==> src/rtl/stream_fifo_pkg.sv <==
// stream_fifo_pkg
// Shared constants and sizing helpers for the stream FIFO.
//   DEFAULT_WIDTH / DEFAULT_DEPTH : default data width and entry count
//   ptr_width(depth)              : read/write pointer width (index bits + wrap bit)
//   cnt_width(depth)              : occupancy counter width (must represent 0..depth)
package stream_fifo_pkg;

    localparam int unsigned DEFAULT_WIDTH = 64;
    localparam int unsigned DEFAULT_DEPTH = 8;

    function automatic int unsigned ptr_width(input int unsigned depth);
        return $clog2(depth) + 1;
    endfunction

    function automatic int unsigned cnt_width(input int unsigned depth);
        return $clog2(depth + 1);
    endfunction

endpackage

==> src/rtl/fifo_mem.sv <==
// fifo_mem
// DEPTH x WIDTH storage array for stream_fifo.
//   clk, rst_n : clock, asynchronous active-low reset (clears every entry to zero)
//   we         : write enable, synchronous write of wdata at waddr
//   waddr      : write index
//   wdata      : write data
//   raddr      : read index
//   rdata      : asynchronous (combinational) read of entry raddr
module fifo_mem #(
    parameter int unsigned WIDTH = 64,
    parameter int unsigned DEPTH = 8
) (
    input  logic                     clk,
    input  logic                     rst_n,
    input  logic                     we,
    input  logic [$clog2(DEPTH)-1:0] waddr,
    input  logic [WIDTH-1:0]         wdata,
    input  logic [$clog2(DEPTH)-1:0] raddr,
    output logic [WIDTH-1:0]         rdata
);

    logic [WIDTH-1:0] mem [DEPTH];

    always_ff @(posedge clk or negedge rst_n) begin
        if (!rst_n) begin
            for (int unsigned i = 0; i < DEPTH; i++) begin
                mem[i] <= '0;
            end
        end else if (we) begin
            mem[waddr] <= wdata;
        end
    end

    assign rdata = mem[raddr];

endmodule

==> src/rtl/stream_fifo.sv <==
// stream_fifo
// First-word fall-through valid/ready FIFO with occupancy count and status flags.
//   clk, rst_n  : rising-edge clock, asynchronous active-low reset
//   flush       : synchronous clear of pointers and count (storage untouched)
//   in_valid    : producer offers in_data
//   in_ready    : FIFO can accept a write (not full)
//   in_data     : write data
//   out_valid   : out_data holds the oldest entry
//   out_ready   : consumer takes out_data
//   out_data    : oldest entry, read combinationally from storage
//   count       : current occupancy
//   almost_full : registered, count >= AF_LEVEL
//   overflow    : sticky, a write was offered while full (cleared by reset or flush)
module stream_fifo
    import stream_fifo_pkg::*;
#(
    parameter int unsigned WIDTH    = DEFAULT_WIDTH,
    parameter int unsigned DEPTH    = DEFAULT_DEPTH,
    parameter int unsigned AF_LEVEL = DEPTH - 2
) (
    input  logic                        clk,
    input  logic                        rst_n,
    input  logic                        flush,
    input  logic                        in_valid,
    output logic                        in_ready,
    input  logic [WIDTH-1:0]            in_data,
    output logic                        out_valid,
    input  logic                        out_ready,
    output logic [WIDTH-1:0]            out_data,
    output logic [cnt_width(DEPTH)-1:0] count,
    output logic                        almost_full,
    output logic                        overflow
);

    localparam int unsigned AW = $clog2(DEPTH);
    localparam int unsigned PW = ptr_width(DEPTH);
    localparam int unsigned CW = cnt_width(DEPTH);

    logic [PW-1:0] wr_ptr;
    logic [PW-1:0] rd_ptr;
    logic          full;
    logic          push;
    logic          pop;
    logic [CW-1:0] count_next;

    // Full when the index bits match but the wrap bits differ; derived from
    // registered pointers only, so in_ready has no path from in_valid/out_ready.
    assign full      = (wr_ptr[AW-1:0] == rd_ptr[AW-1:0]) && (wr_ptr[AW] != rd_ptr[AW]);
    assign in_ready  = !full;
    assign out_valid = (count != '0);

    assign push = in_valid  && in_ready  && !flush;
    assign pop  = out_valid && out_ready && !flush;

    always_comb begin
        count_next = count;
        if (flush) begin
            count_next = '0;
        end else begin
            case ({push, pop})
                2'b10:   count_next = count + CW'(1);
                2'b01:   count_next = count - CW'(1);
                default: count_next = count;
            endcase
        end
    end

    always_ff @(posedge clk or negedge rst_n) begin
        if (!rst_n) begin
            wr_ptr      <= '0;
            rd_ptr      <= '0;
            count       <= '0;
            almost_full <= 1'b0;
            overflow    <= 1'b0;
        end else begin
            count       <= count_next;
            // Registered from the next count so the flag always agrees with count.
            almost_full <= (count_next >= CW'(AF_LEVEL));
            if (flush) begin
                wr_ptr   <= '0;
                rd_ptr   <= '0;
                overflow <= 1'b0;
            end else begin
                // DEPTH is a power of two: plain increment wraps the index bits
                // and toggles the wrap bit.
                if (push) begin
                    wr_ptr <= wr_ptr + PW'(1);
                end
                if (pop) begin
                    rd_ptr <= rd_ptr + PW'(1);
                end
                if (in_valid && !in_ready) begin
                    overflow <= 1'b1;
                end
            end
        end
    end

    fifo_mem #(
        .WIDTH (WIDTH),
        .DEPTH (DEPTH)
    ) u_mem (
        .clk   (clk),
        .rst_n (rst_n),
        .we    (push),
        .waddr (wr_ptr[AW-1:0]),
        .wdata (in_data),
        .raddr (rd_ptr[AW-1:0]),
        .rdata (out_data)
    );

endmodule
==> config.mk <==
export PLATFORM = sky130hd
export DESIGN_NAME = stream_fifo
export DESIGN_NICKNAME = d
export VERILOG_FILES = /design/src/rtl/stream_fifo_pkg.sv /design/src/rtl/fifo_mem.sv /design/src/rtl/stream_fifo.sv
export SDC_FILE = /design/constraint.sdc
export NUM_CORES = 1
export LEC_CHECK = 0
export BUFFER_PORTS_ARGS = -buffer_cell sky130_fd_sc_hd__buf_2
export CAP_MARGIN = 20
export CORE_MARGIN = 3
export CORE_UTILIZATION = 50
export CTS_CLUSTER_SIZE = 30
export DETAILED_ROUTE_END_ITERATION = 10
export GPL_TIMING_DRIVEN = 0
export PLACE_DENSITY = 0.68
export SYNTH_ARGS = -nofsm -noshare
export SYNTH_HDL_FRONTEND = slang
export SYNTH_SLANG_ARGS = --single-unit
==> constraint.sdc <==
create_clock -name clk -period 3.9 [get_ports clk]
set_clock_uncertainty 0.1 [all_clocks]
set_input_delay 0.39 -clock clk [delete_from_list [all_inputs] [get_ports clk]]
set_output_delay 0.39 -clock clk [all_outputs]
set_load 0.03 [all_outputs]
---- Yosys cells after proc, flatten, opt, wreduce, memory -nomap -nowiden ----
Index checks and enable logic that the tools add are counted.
W data, S select, Z words.
cells by class
  multiplexer cells ....................... 14
  reductions and logical operators ........ 13
  bitwise logic cells ..................... 2
  add/subtract/negate cells ............... 4
  magnitude comparators ................... 4
  equality and inequality tests ........... 4
operators with widths
  kind                   number
  $bwmux W512            1
  $bmux W64 S3           1
  $demux W64 S3          1
  $mux W64               3
  $mux W4                5
  $add A4 B1 Y4 const B  3
  $ge A4 B4 Y1 const B   2
  $not A3 Y4             2
  $pmux W4 S2            1
  $logic_and A1 B1 Y1    7
  $reduce_bool A2 Y1     3
  $ge A4 B3 Y1 const B   1
  $lt A4 B1 Y1 const B   1
  $reduce_bool A4 Y1     1
  $sub A4 B1 Y4 const B  1
  $eq A3 B3 Y1           1
  $eq A2 B1 Y1 const B   1
  $eq A2 B2 Y1 const B   1
  $logic_not A1 Y1       2
  $mux W1                2
  $ne A1 B1 Y1           1
word-level totals
  word-level logic and storage cells ...... 54
  output and inout port bits .............. 72
  register bits after elaboration ......... 526

---- Depth between registers and ports, before layout ----
  word-level depth ........................ 9
  depth in mapped cells ................... 12
  mapped depth without buffers ............ 10

---- Modules after synthesis ----
A second synthesis with hierarchy kept.
unflattened totals
  cell total of the unflattened synthesis .. 1394
  area, all modules ....................... 23586.4 µm²
modules (own cells, without submodules)
  module       area each (µm²)  times used  cells an instance  seq. area each (µm²)
  fifo_mem     22779.3          1           1314               12812.3
  stream_fifo  807.0            1           80                 350.3

---- Worst setup path before layout ----
No wires, ideal clock.
  kind .................................... register to register
  start point ............................. reg count[2]
  end point ............................... reg almost_full
  data required time ...................... 3684 ps
  arrival ................................. 2884 ps
  buffers on the path ..................... 0
  slack ................................... 800 ps
  setup time .............................. 116 ps
  cell stages (with the launch flop) ...... 11
  period minus slack after synthesis ...... 3100 ps
  cell sequence ........................... dfrtp_1 -> or4_1 -> nand2_1 -> nor2_1 -> ha_1 -> xor2_1 -> ha_1 -> a21oi_1 -> mux2i_1 -> xor2_1 -> o311ai_0
on the way
  word-level cells in the longest chain between the ends .. 7
RTL lines
  what                                          line               source
  start, declared                               stream_fifo.sv:30  output logic [cnt_width(DEPTH)-1:0] count,
  start signal, assigned                        stream_fifo.sv:76  count <= count_next;
  $reduce_bool A4 Y1 *                          stream_fifo.sv:50  assign out_valid = (count != '0);
  via out_valid                                 stream_fifo.sv:27  output logic out_valid,
  $logic_and A1 B1 Y1 * (2 in series)           stream_fifo.sv:53  assign pop = out_valid && out_ready && !flush;
  $eq A2 B1 Y1 or $eq A2 B2 Y1 (tied branches)  stream_fifo.sv:60  case ({push, pop})
  $pmux W4 S2 *                                 stream_fifo.sv:60
  $mux W4 *                                     stream_fifo.sv:57  if (flush) begin
  $ge A4 B3 Y1 *                                stream_fifo.sv:78  almost_full <= (count_next >= CW'(AF_LEVEL));
  end signal, assigned                          stream_fifo.sv:78
  end, declared                                 stream_fifo.sv:31  output logic almost_full,
Mark *: on every way through the listed nets, which the timed path passes. The rest lies on a longest branch.
A chain may end at the register's enable or synchronous reset.

---- Worst setup path after layout ----
  start point ............................. reg rd_ptr[0]
  end point ............................... out out_data[28]
on the way
  word-level cells in the longest chain between the ends .. 4
RTL lines
  what                                          line               source
  start, declared                               stream_fifo.sv:40  logic [PW-1:0] rd_ptr;
  start signal, assigned                        stream_fifo.sv:90  rd_ptr <= rd_ptr + PW'(1);
  $not A3 Y4 (not written as such)              fifo_mem.sv:34     assign rdata = mem[raddr];
  $bmux W64 S3                                  fifo_mem.sv:34
  $mux W64 (not written as such) (2 in series)  fifo_mem.sv:34
  end, declared                                 stream_fifo.sv:29  output logic [WIDTH-1:0] out_data,
Every way passes these cells. The select of a mux whose other input is x is not followed.

==> results by group <==
Outcome
  • Outcome: finished clean

Final layout
  • Fill count: 3522
  • Final Non-Filler Cells: 2303
  • # nets final: about 1700
  • Layout cells sized above 1: 58.5%
  • Synthesis-to-finish area growth: 17.2%

STA
  • Slew HR: 25.9%
  • Max-slew violations: 0
  • Worst Tran Pin Value: 1.10 ns
  • Final setup viols: 0
  • RSZ-0062 raised after global routing: no
  • Worst Hold Slack: 0.0308 ns
  • Max Clock Freq: 0.274 GHz
  • Final Hold Viols: 0
  • Setup ws final: 0.250 ns
  • Period utilization: 93.6%
  • Final TNS setup: 0 ns
  • Fin crit period: 3.65 ns

Clock network
  • Clock buffer depth: 3
  • Clock tree root driver cell: clkbuf_16
  • Clock transition at the registers of the reported paths: 0.06 ns
  • Num CTS Buffers: 56
  • TritonCTS clock tree: done
  • Sink Count: 526
  • H-tree depth: 2
  • Later-pin clock latency in the skew report: 0.60 ns

Global route
  • GR Util met1: 30.6%
  • Antenna violations before repair: 3
  • Total track usage: 21.5%
  • Vias in the first global route: 14534
  • Global-route wire length before repair: 84100 µm
  • GR Util met2: 35.4%
  • Grt total ovfl: 0
  • Met3 usage: 3.41%
  • Gr busiest metal: met2
  • Pin count of the biggest net entering global routing: 128

Yosys
  • Multiplexer share of the synthesized area: 39.8%
  • Mapped Cells: 1399
  • Most common cell in the netlist: mux2_2
  • Syn avg cell area: 16.9 µm²
  • Main combinational cell family by area after synthesis: multiplexers
  • Synth async-reset ratio: 100%
  • Simple-Gate Fraction of Synth Area: 1.25%
  • Post-Synth Adder-Cell Area: less than 1%
  • Share of the synthesized area in the top cell type: 55.8%
  • Post-synthesis cell type count: 35
  • Synth top cells by count: mux2_2 (546), dfrtp_1 (526), mux4_2 (128)
  • Compound-cell area share of the yosys netlist: less than 1%
  • Area share of xor/xnor cells in the synthesized design: 0.371%
  • Synth top area cells: dfrtp_1 (56%), mux2_2 (26%), mux4_2 (12%)
  • Ys Warns: 0
  • Post-synthesis sequential area ratio: 55.8%
  • Cell Area, Synth: 23600 µm²
  • Number of synthesized flops with an enable pin: 0
  • Post-synth top area cell: dfrtp_1
  • Yosys reg bits: ~530
  • Post-Syn Nets: ~1500
  • Synth Flop Type: dfrtp_1

Setup path
  • Worst path max stage delay: 0.79 ns
  • Crit path capture type: output port
  • R2R Path Start: rd_ptr[1]
  • Critical Path RT: 3.41 ns
  • R2r setup slk: 0.49 ns
  • Worst Path Arrival: 3.16 ns
  • Critical setup path kind: reg2out
  • Crit start category: flop
  • Critical path cell sequence: buf_2 > clkdlybuf4s15_1 > mux4_2 > mux2_2 > buf_2
  • Family with the most delay on the worst path: buffers and inverters
  • Crit Path Max Fanout: 14
  • Most used cell, CP: buf_2
  • Slowest cell on the critical path: clkdlybuf4s15_1
  • Worst Path Buf+Inv: 3
  • R2R cell count: 12
  • Worst R2R End: almost_full

Floorplanning
  • Num rows: 78
  • DIE WIDTH: 223 µm
  • Total core area: 46000 µm²
  • Ports: 141
  • Height of the die: 223 µm
  • Initial Util: 51.3%
  • Die footprint: approximately 50000 µm²

Hold path
  • Hold crit path type: in2reg
  • Hold Path Sink: u_mem.mem[124]
  • Worst hold start: in_data[60]
  • Hold depth: 2

Routing
  • Post-route ant nets: 0
  • Vias: 13091
  • DR iter-0 viols: between 600 and 700
  • Routed len/inst: 22.7 µm
  • DR pass1 iterations: 5
  • Vias/cell: 5.68
  • Post-Route WL: 52300 µm
  • Drt drc: 0

Pwr
  • Peak VDD IR: 0.000484 V
  • Leakage: around 13 nW
  • Total power divided by cell area: 557 nW/µm²
  • Pwr Total: roughly 15 mW

Place
  • Dpl ws: 0.347 ns
  • # port buffers: 140
  • Gpl congestion: 0.734
  • Placed insts: between 2000 and 2500
  • HPWL Detailed: 33100 µm

Job
  • Max-cap violation count: 0
## worst reg2reg max path: cells and delay by family (launching register included)
kind | cells | cell delay (ns)
compound gates | 3 | 0.63
xor+xnor | 3 | 0.62
fa+ha+maj | 2 | 0.43
buf+inv | 2 | 0.58
flops | 1 | 0.35
mux | 1 | 0.26
simple gates | 1 | 0.31
## metrics by stage
stage	utilization [%]	cell area, µm²
3_3_place_gp	54.5	25100
6_report	60.2	27700
5_1_grt	60.2	27700
3_5_place_dp	54.8	25200
4_1_cts	60.2	27700
2_1_floorplan	-	23600
## routing by layer
metal	wire, µm	vias up	share of wire, %
met2	25500	183	49
met3	2050	66	3.9
met4	863	0	1.6
li1	-	5774	-
met1	23900	7068	46
met5	0	-	0
## power breakdown
group          switching, mW  internal [mW]
Combinational           1.54           1.65
Clock                   2.17           3.28
Sequential             0.425           6.35
## worst max-delay path by stage
stage	startpoint	to	slack [ns]	cells after the start
2_1_floorplan	count[2]	almost_full	0.80	10
3_3_place_gp	rst_n	u_mem.mem[431]	-8.13	1
3_5_place_dp	rd_ptr[0]	out_data[13]	0.35	6
4_1_cts	rd_ptr[1]	out_data[44]	0.003	6
5_1_grt	rd_ptr[0]	out_data[3]	0.03	5
6_report	rd_ptr[0]	out_data[28]	0.25	5
## registers in the layout (all words and copies together) (netlist names)
signal	cells
almost_full	1
count	4
overflow	1
rd_ptr	4
u_mem.mem	512
wr_ptr	4
## logic make-up after synthesis
family,after synthesis
xor+xnor,10
buf+inv,96
flops,526
simple gates,40
compound gates,15
fa+ha+maj,5
mux,707
## final cells by class
type	count	area (µm²)	area share [%]
flip-flops and latches	526	13200	47.6
well taps	600	751	2.71
diodes	3	7.51	0.0271
repair buffers	199	1370	4.96
clock inverters	24	285	1.03
plain buffers	91	522	1.89
multi-input cells	777	9940	35.9
clock buffers	80	1620	5.86
inverters	3	11.3	0.0407
## cell usage in the layout, fill, tap and decap left out, types with 2 or more instances in the layout
master,synthesis,final
mux2_2,546,546
dfrtp_1,526,526
buf_2,50,193
mux4_2,128,128
clkbuf_16,0,57
dlygate4sd3_1,0,55
mux2_1,30,30
clkbuf_1,21,24
clkinv_2,0,13
clkbuf_8,0,11
xor2_1,9,9
nor2_1,9,9
buf_6,7,7
buf_4,7,7
a21oi_1,6,6
nand3_1,6,6
bufinv_16,0,6
clkbuf_2,0,5
ha_1,5,5
o21ai_0,4,4
nor4_4,4,4
buf_16,0,4
diode_2,0,3
nand2_1,3,3
mux2i_1,3,3
inv_1,3,3
nand2b_1,3,3
or3_1,3,3
clkinvlp_4,0,3
buf_1,8,2
or2_2,2,2
or4_1,2,2
clkdlybuf4s15_2,0,2
clkdlybuf4s15_1,0,2
a211o_1,2,2
nor3_2,2,2
inv_6,0,2
## what timing repair did
item	4_1_cts	5_1_grt
hold endpoints to repair	309	0
pin swaps	0	0
setup buffers	0	0
hold buffers	55	0
gates resized for setup	10	10
setup endpoints to repair	40	29
Note: power is estimated with default switching activity, not from simulation.
